### src/rtl/reg_file.sv
// Register file in front of the 8-bit ALU: two combinational read ports and one synchronous write port.
// It also holds the registered zero flag that captures the ALU zero output.
module reg_file #(
    parameter int DW     = 8,
    parameter int AW     = 3,
    parameter int BYPASS = 1
) (
    input  logic          clk,
    input  logic          reset,
    input  logic [AW-1:0] rd_addrA,
    input  logic [AW-1:0] rd_addrB,
    output logic [DW-1:0] datA_out,
    output logic [DW-1:0] datB_out,
    input  logic          wr_en,
    input  logic [AW-1:0] wr_addr,
    input  logic [DW-1:0] dat_in,
    input  logic          flag_we,
    input  logic          zero_in,
    output logic          zero_flag
);

    localparam int DEPTH = 1 << AW;

    logic [DW-1:0] mem [DEPTH];
    logic          zero_q;

    // Reset takes priority over any pending write or flag capture.
    always_ff @(posedge clk) begin
        if (reset) begin
            for (int i = 0; i < DEPTH; i++) begin
                mem[i] <= '0;
            end
            zero_q <= 1'b0;
        end else begin
            if (wr_en) begin
                mem[wr_addr] <= dat_in;
            end
            if (flag_we) begin
                zero_q <= zero_in;
            end
        end
    end

    assign zero_flag = zero_q;

    logic [DW-1:0] stored_a;
    logic [DW-1:0] stored_b;

    assign stored_a = mem[rd_addrA];
    assign stored_b = mem[rd_addrB];

    generate
        if (BYPASS != 0) begin : g_bypass
            logic fwd_a;
            logic fwd_b;

            // Forwarding is gated by reset so a discarded write never leaks onto a port.
            assign fwd_a = wr_en && !reset && (wr_addr == rd_addrA);
            assign fwd_b = wr_en && !reset && (wr_addr == rd_addrB);

            assign datA_out = fwd_a ? dat_in : stored_a;
            assign datB_out = fwd_b ? dat_in : stored_b;
        end else begin : g_no_bypass
            assign datA_out = stored_a;
            assign datB_out = stored_b;
        end
    endgenerate

endmodule

### config.mk
export PLATFORM = sky130hd
export DESIGN_NAME = reg_file
export DESIGN_NICKNAME = d
export VERILOG_FILES = /design/src/rtl/reg_file.sv
export SDC_FILE = /design/constraint.sdc
export NUM_CORES = 1
export LEC_CHECK = 0
export BUFFER_PORTS_ARGS = -buffer_cell sky130_fd_sc_hd__buf_2
export CELL_PAD_IN_SITES_DETAIL_PLACEMENT = 0
export CELL_PAD_IN_SITES_GLOBAL_PLACEMENT = 2
export CORE_MARGIN = 4
export CORE_UTILIZATION = 47
export DETAILED_ROUTE_END_ITERATION = 10
export HOLD_SLACK_MARGIN = 0.05
export PLACE_DENSITY = 0.94
export SLEW_MARGIN = 20
export SYNTH_ARGS = -nofsm -noshare
export SYNTH_HDL_FRONTEND = slang
export SYNTH_SLANG_ARGS = --single-unit
### constraint.sdc
create_clock -name clk -period 4.75 [get_ports clk]
set_clock_uncertainty 0.1 [all_clocks]
set_input_delay 0.2375 -clock clk [delete_from_list [all_inputs] [get_ports clk]]
set_output_delay 0.2375 -clock clk [all_outputs]
set_load 0.01 [all_outputs]
# Word-level counts from Yosys, hierarchy flattened
# Memory sizes are Yosys's and may differ from the RTL's.
# Index checks and enable logic that the tools add are counted.
# classes
muxes,10
n_reduce_logical,5
n_eq_ne,2
# ops
cell,count
$mux 8,3
$reduce_or 8->1,1
$eq 3x3->1,2
$mux 1,6
$logic_and 1x1->1,3
$mux 3,1
$logic_not 1->1,1
# totals
reg_bits,1
mem_bits_rw,64
output_inout_bits,17
mem_count,1
word_cells,19
inputBits,22
# mem_list
name,depth,word_bits,rd,rd_clocked_by_memory_dff,wr,line,rtl
mem,8,8,2,0,8,24,logic [DW-1:0] mem [DEPTH];

# Logic depth before layout (Yosys ltp)
# depth
ltp_word,5
mapped_depth,5
mapped_depth_nobuf,3

# Worst setup path after synthesis
# No wires, ideal clock.
# synth_timing
kind,input to output
startpoint,input port rd_addrB[0]
endpoint,output port datB_out[6]
t_arrival_ns,1.555
required_ns,4.413
setup_slack_ns,2.858
path_stages,5
n_path_buf,2
cell_sequence,buf_6 -> buf_12 -> mux4_1 -> mux2_2 -> mux2_4
# synth_via
elab_chain_len,3
word_cells_on_any_way,4
classes_between,eq/ne (1); mux (1); reduce/logical (1); memory (1)
# synth_rtl
element,line,rtl
start: declaration,11,"input logic [AW-1:0] rd_addrB,"
"parallel branches: the longest is 2 deep, another holds $mem_v2 8x8",n/a,
$mux 8 (*),62,assign datB_out = fwd_b ? dat_in : stored_b;
end: declaration,13,"output logic [DW-1:0] datB_out,"
# Every way passes the cells marked *.

# Final worst setup path
# layout_timing
startpoint,input port rd_addrA[0]
endpoint,output port datA_out[4]
# layout_via
elab_chain_len,3
word_cells_on_any_way,4
classes_between,eq/ne (1); mux (1); reduce/logical (1); memory (1)
# layout_rtl
element,line,rtl
start: declaration,10,"input logic [AW-1:0] rd_addrA,"
"parallel branches: the longest is 2 deep, another holds $mem_v2 8x8",n/a,
$mux 8 (*),61,assign datA_out = fwd_a ? dat_in : stored_a;
end: declaration,12,"output logic [DW-1:0] datA_out,"
# Marks and branches as above.

==> impl_metrics.csv <==
group,metric,value,unit
sta,hold_viol,0,
synth,synthArstFlopShare,0,%
critical_path,cp_max_fo,17,
synth,synthAdderAreaFrac,0,%
sta,finalSetupViolCount,0,
synth,synth_edf_count,64,
flow_run,maxCapViolations,0,
critical_path,required,4.41,ns
floorplanning,ios,39,
critical_path,reg2reg_slack,3.51,ns
sta,max_freq,0.414,GHz
pwr,seqPwrFrac,44.9,%
place,placed_cells,367,
clocking,cts_max_level,3,
min_path,hold_path.class,"in2reg",
place,gp_congestion,0.788,
pwr,clkPwrFrac,41.3,%
synth,synth_compound_area_share,0,%
sta,worst_slew_pin_slew,0.693,ns
layout,instances_no_fill,385,
critical_path,worstSetupPathType,"in2out",
layout,areaGrowthSynthToFinish,13.4,%
grt,grt_max_degree,18,
sta,period_share,50.9,%
clocking,cts_buffers,9,
synth,synthTopCellsByCount,"and2_1, edfxtp_1, mux2_2, mux4_1, mux4_2",
layout,nets,300,
critical_path,startpoint_type,"input pin",
clocking,clock_path_buffers,2,
clocking,cts-root-buf,"clkbuf_8",
synth,synthFlopType,"edfxtp_1",
critical_path,endpoint_kind,"output pin",
pwr,ir_drop,0.129,mV
pwr,p_int,1.18,mW
layout,final_util,55.3,%
sta,maxSlewHeadroom,53.6,%
synth,synthTopCellsByArea,"edfxtp_1, mux4_1, and2_1, mux2_2, mux4_2",
floorplanning,dieArea,9600,µm²
route,drtIter0Drc,85,
place,portBuffers,38,
clocking,ctsResizeCount,0,
clocking,cts_tree,"built",
layout,drive_above_1_share,39.2,%
synth,synth_xor_area_share,1.38,%
route,drcViolationCount,0,
synth,synth_top_cell_by_area,"edfxtp_1",
route,viasPerCell,5.81,
critical_path,critPathSlowestCell,"mux4_1",
place,hpwl,6140,µm
critical_path,cp_top_family,"multiplexers",
critical_path,slowest_delay,0.68,ns
synth,synthCells,238,
synth,synth_seq_area_share,51.0,%
route,via_count,2238,
clocking,clkSinkCount,65,
layout,n_antenna_cell,0,
pwr,p_sw_share,22.6,%
sta,tns,0,ns
grt,grt_pass1_wl,14200,µm
floorplanning,dieHeight,98.0,µm
floorplanning,core,7810,µm²
sta,rsz0062_at_grt,"no",
synth,syn_area_per_cell,16.0,µm²
synth,synth_cell_types,23,
clocking,clock_latency,0.34,ns
critical_path,arrival,2.08,ns
critical_path,path_cells,"buf_2 > mux4_1 > mux2_2 > mux2_2 > buf_2",
clocking,path_clk_slew,0.07,ns
sta,min_period,2.42,ns
floorplanning,die-width,98.0,µm
floorplanning,rows,32,
grt,grt_use_total,19.9,%
route,wire_per_inst,23.5,µm
sta,drv_slew,0,
pwr,combinationalPowerShare,13.8,%
grt,grt_pass1_vias,2459,
route,drtAntennaViolNets,0,
synth,synth_simple_gate_area_share,14.1,%
synth,yosysTopAreaCellShare,50.5,%
pwr,powerDensity,352,nW/µm²
sta,fin_ws,2.33,ns
synth,synth_nets,260,
synth,ys_ff_latch,65,
route,wl,9060,µm
critical_path,worst-path-buf-inv,2,
status,status,"finished clean",
pwr,power_switching,0.343,mW
place,place_ws,2.32,ns
synth,synthMuxAreaShare,30.6,%
route,dr.pass1.iters,4,
synth,netlist_area,3810,µm²
floorplanning,start_util,48.8,%
synth,ys_warn_count,0,
grt,antenna_found_initial,0,
grt,overflow,0,
pwr,power.leakage,1.61,nW
synth,synth_top_family_by_area,"multiplexers",
routing by layer:
layer | vias to the layer above | wire, µm | GRT usage [%]
li1 | 1011 | - | -
met1 | 1150 | 4030 | 27.4
met2 | 68 | 4490 | 32.3
met3 | 9 | 424 | 3.86
met4 | 0 | 109 | 6.07
met5 | - | 0 | 0
through the flow:
stage               power (mW)  cell area [µm²]  hold WS (ns)
global placement         0.897             4030         0.374
floorplan                0.834             3810         0.285
global route              1.58             4320         0.147
detailed placement       0.905             4030         0.393
finish                    1.52             4320         0.123
CTS                       1.53             4320         0.114
final timing paths:
path,startpoint,to,depth (start not counted)
max,rd_addrA[0],datA_out[4],5
min,reset,zero_flag$_SDFFE_PP0P_,2
max reg2reg,zero_flag$_SDFFE_PP0P_,zero_flag$_SDFFE_PP0P_,3
min reg2reg,zero_flag$_SDFFE_PP0P_,zero_flag$_SDFFE_PP0P_,3
timing repair:
item                      in CTS  in global routing
hold endpoints to repair       1                  0
buffers inserted               0                  0
hold buffers                   2                  0
sequential cells by signal, summed over array words and instances (netlist names):
register / flops
mem: 64
zero_flag: 1
worst register-to-register path, cell delays in order, from the launching register on:
cell and delay (ns):
dfxtp_1 0.32, mux2i_1 0.11, dlygate4sd3_1 0.56, nor2_1 0.04
power groups by stage:
stage	clock (mW)	sequential [mW]	combinational, mW
after global routing	0.662	0.687	0.227
after floorplan	0	0.687	0.147
after detailed placement	0	0.697	0.209
final	0.628	0.683	0.210
after CTS	0.633	0.684	0.211
after global placement	0	0.691	0.205
kinds of logic after synthesis:
logic type,Yosys count
flip-flops,65
multiplexers,65
AND/OR/NAND/NOR,89
buffers and inverters,13
XOR/XNOR,6
final cells by class:
type                            count  area, µm²
Clock buffer                        9        124
Fill cell                         677       3490
Timing Repair Buffer               42        225
Sequential cell                    65       1940
Clock inverter                      7        143
Tap cell                          102        128
Multi-Input combinational cell    160       1760
placed cells by master (no fill, tap or decap), types with 2 or more instances in the layout:
| master | instances |
|---|---|
| bufinv_16 | 4 |
| or2_2 | 8 |
| mux2_2 | 30 |
| clkbuf_8 | 9 |
| buf_4 | 2 |
| xnor2_1 | 6 |
| mux4_2 | 14 |
| mux4_1 | 18 |
| edfxtp_1 | 64 |
| mux2_4 | 2 |
| buf_2 | 38 |
| dlygate4sd3_1 | 2 |
| nor3_1 | 2 |
| and2_1 | 64 |
| nand4_1 | 2 |
| clkinv_4 | 2 |
| nor2_1 | 7 |
| nand2b_1 | 2 |
Power figures use the tool's default switching activity.
